===== src/rtl/rr_arbiter_4ch.sv =====
// Round-robin arbiter for four requesters with a bounded hold time.
// The grant, its encoded index and the valid flag are all registered and
// update together; a contended owner is rotated away after MAX_HOLD cycles,
// while an uncontended owner may keep the grant indefinitely.
// Handshake: req[i] is a level request sampled only at rising clk edges.
// gnt is the matching registered response. It stays asserted while the
// owner keeps req high, subject to the hold limit.
module rr_arbiter_4ch #(
    parameter int MAX_HOLD = 8,
    parameter int CNT_W    = 4
) (
    input  logic             clk,
    input  logic             rst_n,
    input  logic [3:0]       req,
    output logic [3:0]       gnt,
    output logic [1:0]       gnt_idx,
    output logic             gnt_valid,
    output logic [CNT_W-1:0] hold_cnt
);

    localparam logic [CNT_W-1:0] HOLD_LAST = CNT_W'(MAX_HOLD - 1);

    typedef enum logic {IDLE, GRANT} state_t;

    state_t           state, state_nxt;
    logic [1:0]       ptr, ptr_nxt;
    logic [3:0]       gnt_nxt;
    logic [1:0]       idx_nxt;
    logic             valid_nxt;
    logic [CNT_W-1:0] hold_nxt;
    logic [3:0]       others;
    logic [2:0]       idle_pick;
    logic [2:0]       rot_pick;
    logic             do_grant;
    logic             go_idle;
    logic [1:0]       grant_sel;

    // Returns {found, index} for the first set bit of r, scanning upward
    // from start and wrapping. The loop runs backwards so the closest hit
    // is the one left standing.
    function automatic logic [2:0] search(input logic [3:0] r, input logic [1:0] start);
        logic [2:0] res;
        logic [1:0] cand;
        res = 3'b000;
        for (int k = 3; k >= 0; k--) begin
            cand = start + 2'(k);
            if (r[cand]) res = {1'b1, cand};
        end
        return res;
    endfunction

    // Competitors of the current owner, and the two candidate winners.
    assign others    = req & ~gnt;
    assign idle_pick = search(req, ptr);
    assign rot_pick  = search(others, gnt_idx + 2'd1);

    // Next-state and next-output decision; defaults hold everything.
    always_comb begin
        state_nxt = state;
        ptr_nxt   = ptr;
        gnt_nxt   = gnt;
        idx_nxt   = gnt_idx;
        valid_nxt = gnt_valid;
        hold_nxt  = hold_cnt;
        do_grant  = 1'b0;
        go_idle   = 1'b0;
        grant_sel = 2'd0;
        case (state)
            IDLE: begin
                if (idle_pick[2]) begin
                    do_grant  = 1'b1;
                    grant_sel = idle_pick[1:0];
                end
            end
            GRANT: begin
                if (!req[gnt_idx]) begin
                    // Owner released: hand straight over, or go idle.
                    if (rot_pick[2]) begin
                        do_grant  = 1'b1;
                        grant_sel = rot_pick[1:0];
                    end else begin
                        go_idle = 1'b1;
                    end
                end else if (rot_pick[2] && (hold_cnt == HOLD_LAST)) begin
                    // Hold limit reached under contention: forced rotation.
                    do_grant  = 1'b1;
                    grant_sel = rot_pick[1:0];
                end else if (hold_cnt != HOLD_LAST) begin
                    hold_nxt = hold_cnt + CNT_W'(1);
                end
            end
            default: go_idle = 1'b1;
        endcase
        if (do_grant) begin
            state_nxt = GRANT;
            gnt_nxt   = 4'b0001 << grant_sel;
            idx_nxt   = grant_sel;
            valid_nxt = 1'b1;
            hold_nxt  = '0;
            ptr_nxt   = grant_sel + 2'd1;
        end
        if (go_idle) begin
            state_nxt = IDLE;
            gnt_nxt   = 4'b0000;
            idx_nxt   = 2'd0;
            valid_nxt = 1'b0;
            hold_nxt  = '0;
        end
    end

    // State, pointer and registered grant outputs.
    always_ff @(posedge clk or negedge rst_n) begin
        if (!rst_n) begin
            state     <= IDLE;
            ptr       <= 2'd0;
            gnt       <= 4'b0000;
            gnt_idx   <= 2'd0;
            gnt_valid <= 1'b0;
            hold_cnt  <= '0;
        end else begin
            state     <= state_nxt;
            ptr       <= ptr_nxt;
            gnt       <= gnt_nxt;
            gnt_idx   <= idx_nxt;
            gnt_valid <= valid_nxt;
            hold_cnt  <= hold_nxt;
        end
    end

endmodule


===== config.mk =====
export PLATFORM = sky130hd
export DESIGN_NAME = rr_arbiter_4ch
export DESIGN_NICKNAME = d
export VERILOG_FILES = /design/src/rtl/rr_arbiter_4ch.sv
export SDC_FILE = /design/constraint.sdc
export NUM_CORES = 1
export LEC_CHECK = 0
export CAP_MARGIN = 20
export CORE_MARGIN = 4
export CORE_UTILIZATION = 57
export CTS_BUF_LIST = sky130_fd_sc_hd__clkbuf_8
export CTS_CLUSTER_SIZE = 12
export DETAILED_ROUTE_END_ITERATION = 12
export HOLD_SLACK_MARGIN = 0.02
export PLACE_DENSITY = 0.94
export REMOVE_ABC_BUFFERS = 1
export SETUP_SLACK_MARGIN = 0.3
export SLEW_MARGIN = 10
export SYNTH_ARGS = -nofsm -noshare
export SYNTH_HDL_FRONTEND = slang
export SYNTH_SLANG_ARGS = --single-unit

===== constraint.sdc =====
create_clock -name clk -period 3.55 [get_ports clk]
set_clock_uncertainty 0.05 [all_clocks]
set_input_delay 0.71 -clock clk [delete_from_list [all_inputs] [get_ports clk]]
set_output_delay 0.71 -clock clk [all_outputs]
set_load 0.02 [all_outputs]

==> key figures <==
Status
  • Run status: completed

Setup path
  • Worst Path Max Fanout: 7
  • Critical path required time: 3630 ps
  • Worst setup path end: ptr[1]
  • Crit. End Element: register
  • Largest stage delay, worst path: 550 ps
  • R2R Path Start: gnt_idx[0]
  • Worst setup path class: primary input to register
  • Worst R2R Path Depth: 6
  • Worst R2R End: ptr[1]
  • Worst setup SP type: primary input
  • Critical path origin: req[3]
  • Crit path DAT: 3070 ps
  • Crit path cell chain: clkdlybuf4s50_1 > mux4_2 > and2_4 > or2_1 > o21ai_0 > ha_1 > mux2_2
  • CP max-delay cell: mux4_2
  • Worst R2R Setup Slack: 1070 ps

Yosys
  • Post-synth top cells: 13 x dfrtp_1, 10 x inv_1, 5 x ha_1
  • Top cell type's share of synthesized area: 36.6%
  • Fraction of the mapped netlist area in adder cells: 7.03%
  • Synth Register Bits: 13
  • Largest family of logic cells by synthesized area: compound AO/OA/AOI/OAI gates
  • Synth Area in XOR/XNOR: 2.95%
  • Post-synthesis mux area share: 4.92%
  • Count leader, synth: dfrtp_1
  • Post-synth EDFFs: 0
  • Post-Synthesis Cells: 87
  • Post-synthesis compound-gate area fraction: 29.1%
  • Avg Inst Size Synth: 10.2 um2
  • Dominant synthesized flop cell: dfrtp_1
  • Area leader, netlist: dfrtp_1
  • Synth warn: 0
  • Unique cell type count in the Yosys netlist: 36
  • Simple-Gate Fraction of Synth Area: 13.9%
  • Top post-synthesis cells by area: dfrtp_1 37%, ha_1 7.0%, inv_1 4.2%
  • Post-synthesis sequential area ratio: 36.6%
  • Mapped Area: 890 um2
  • Fraction of registers with async set/reset: 100%

Placement
  • Post-DP Area: 1060 um2
  • Dpl hpwl: 1640 um
  • Dpl ws: 371 ps
  • Gpl congestion: 0.905
  • Port Buffer Count: 16

Pwr
  • Total power: 0.000946 W
  • Pwr dens: 852 nW/um2
  • VDD IR max: 0.483 mV
  • Leak: 0.479 nW

Global routing
  • Largest net degree at the start of global routing: 14
  • Gr ovfl total: 0
  • GRT Total Usage: 23.9%
  • Initial antenna violation count: 0
  • First-pass GRT wire length: 3750 um
  • Vias in the first global route: 829

Route
  • Drt total wl: 2150 um
  • WL/cell: 17.6 um
  • Initial drt markers: 39
  • Via count: 814
  • Vias per cell: 6.67
  • Residual DRC: 0
  • Initial DRT Pass Iterations: 4
  • Remaining antenna violation count after routing: 0

STA
  • Max-slew headroom: 53.6%
  • Endpoints failing setup: 0
  • Slew Viols, Final: 0
  • RSZ-0062 raised after global routing: false
  • Min Hold Slack: 509 ps
  • Final worst slack: 561 ps
  • Final Cycle Share: 84.2%
  • Max Freq: 0.335 GHz
  • Sum Neg Setup Slack: 0 ps
  • Minimum clock period: 2990 ps
  • Final Hold Violating Endpoints: 0
  • Worst slew pin tran: 688 ps

CTS
  • Cts bufs inserted: 3
  • Htree depth: 1
  • CTS Sinks: 13
  • Post-CTS sizing: 0
  • Setup bufs post-CTS: 0
  • Clock Path Buffers: 2
  • Skew-Pair Late Insertion Delay: 250 ps
  • CTS Hold Bufs: 0
  • CTS root buffer: clkbuf_8
  • CTS tree: yes
  • Worst-path clk slew: 60 ps

Finish
  • Final Cell Area: 1110 um2
  • Ant diodes: 0
  • Fin nets: 119
  • Layout cells sized above 1: 12.1%
  • Syn-to-layout area delta: 24.9%

Floorplan
  • Rows: 13
  • Initial cell density of the core: 64.3%
  • IO Pins: 17
  • Die ar.: 2260 um2
  • Core area: 1380 um2
  • Die Wd: 47.5 um
  • Die H: 47.5 um

Job
  • Max_cap viols: 0

Min path
  • Hold Crit Class: register to register
-- where the power goes --
group          internal (W)  switching (W)
logic              0.000245       0.000286
clock network     0.0000776      0.0000575
registers          0.000207      0.0000730
-- placed cells by master, fill, tap and decap left out, types with 3 or more instances in the layout --
cell type        count
ha_1                 5
o211ai_1             3
o221ai_1             4
o2bb2ai_1            4
xor2_1               3
clkbuf_8             3
nor2_1               4
nand2b_1             4
inv_1               10
clkdlybuf4s50_1     16
nor2b_1              4
dfrtp_1             13
-- worst max-delay path, delay by kind of cell --
kind,cells,cell delay (ps)
simple gates,2,460
compound gates,1,300
mux,2,810
buf+inv,1,510
fa+ha+maj,1,290
-- through the flow --
step           std cells  util [%]
6_report             122      80.4
5_1_grt              122      80.4
4_1_cts              122      80.4
3_5_place_dp         118      77.0
3_3_place_gp         118      77.0
2_1_floorplan         86         -
-- area by class of cell --
cell class / instances / area [um2]
clock inverters: 1 / 5.00
inverters: 10 / 37.5
fillers: 91 / 272
flip-flops and latches: 13 / 325
well taps: 15 / 18.8
repair buffers: 17 / 168
clock buffers: 3 / 41.3
multi-input cells: 63 / 515
-- worst min-delay path by stage --
stage                         to  cells after the start  startpoint  slack [ps]
after CTS                 ptr[0]                      1      ptr[0]         510
after floorplan           gnt[0]                      0       rst_n         360
after detailed placement  ptr[0]                      1      ptr[0]         500
after global routing      ptr[0]                      1      ptr[0]         520
after global placement    gnt[0]                      2      gnt[0]         490
final                     ptr[0]                      1      ptr[0]         510
-- registers in the layout, summed over array words and instances (netlist names) --
name and cells:
gnt_idx 2, ptr 2, hold_cnt 4, state 1, gnt 4
-- metal layers --
layer / part of all wire (%) / vias up / wire length, um / GRT usage, %
met3: 7.0 / 8 / 150 / 5.64
met2: 49 / 47 / 1050 / 38.5
met5: 0 / - / 0 / 0
li1: - / 370 / - / -
met4: 1.4 / 0 / 30 / 7.73
met1: 43 / 389 / 915 / 31.5
-- kinds of logic after synthesis --
| logic type | count (synthesis) |
|---|---|
| mux | 3 |
| buf+inv | 11 |
| simple gates | 21 |
| flops | 13 |
| compound gates | 31 |
| xor+xnor | 3 |
| fa+ha+maj | 5 |
Power figures use the tool's default switching activity.
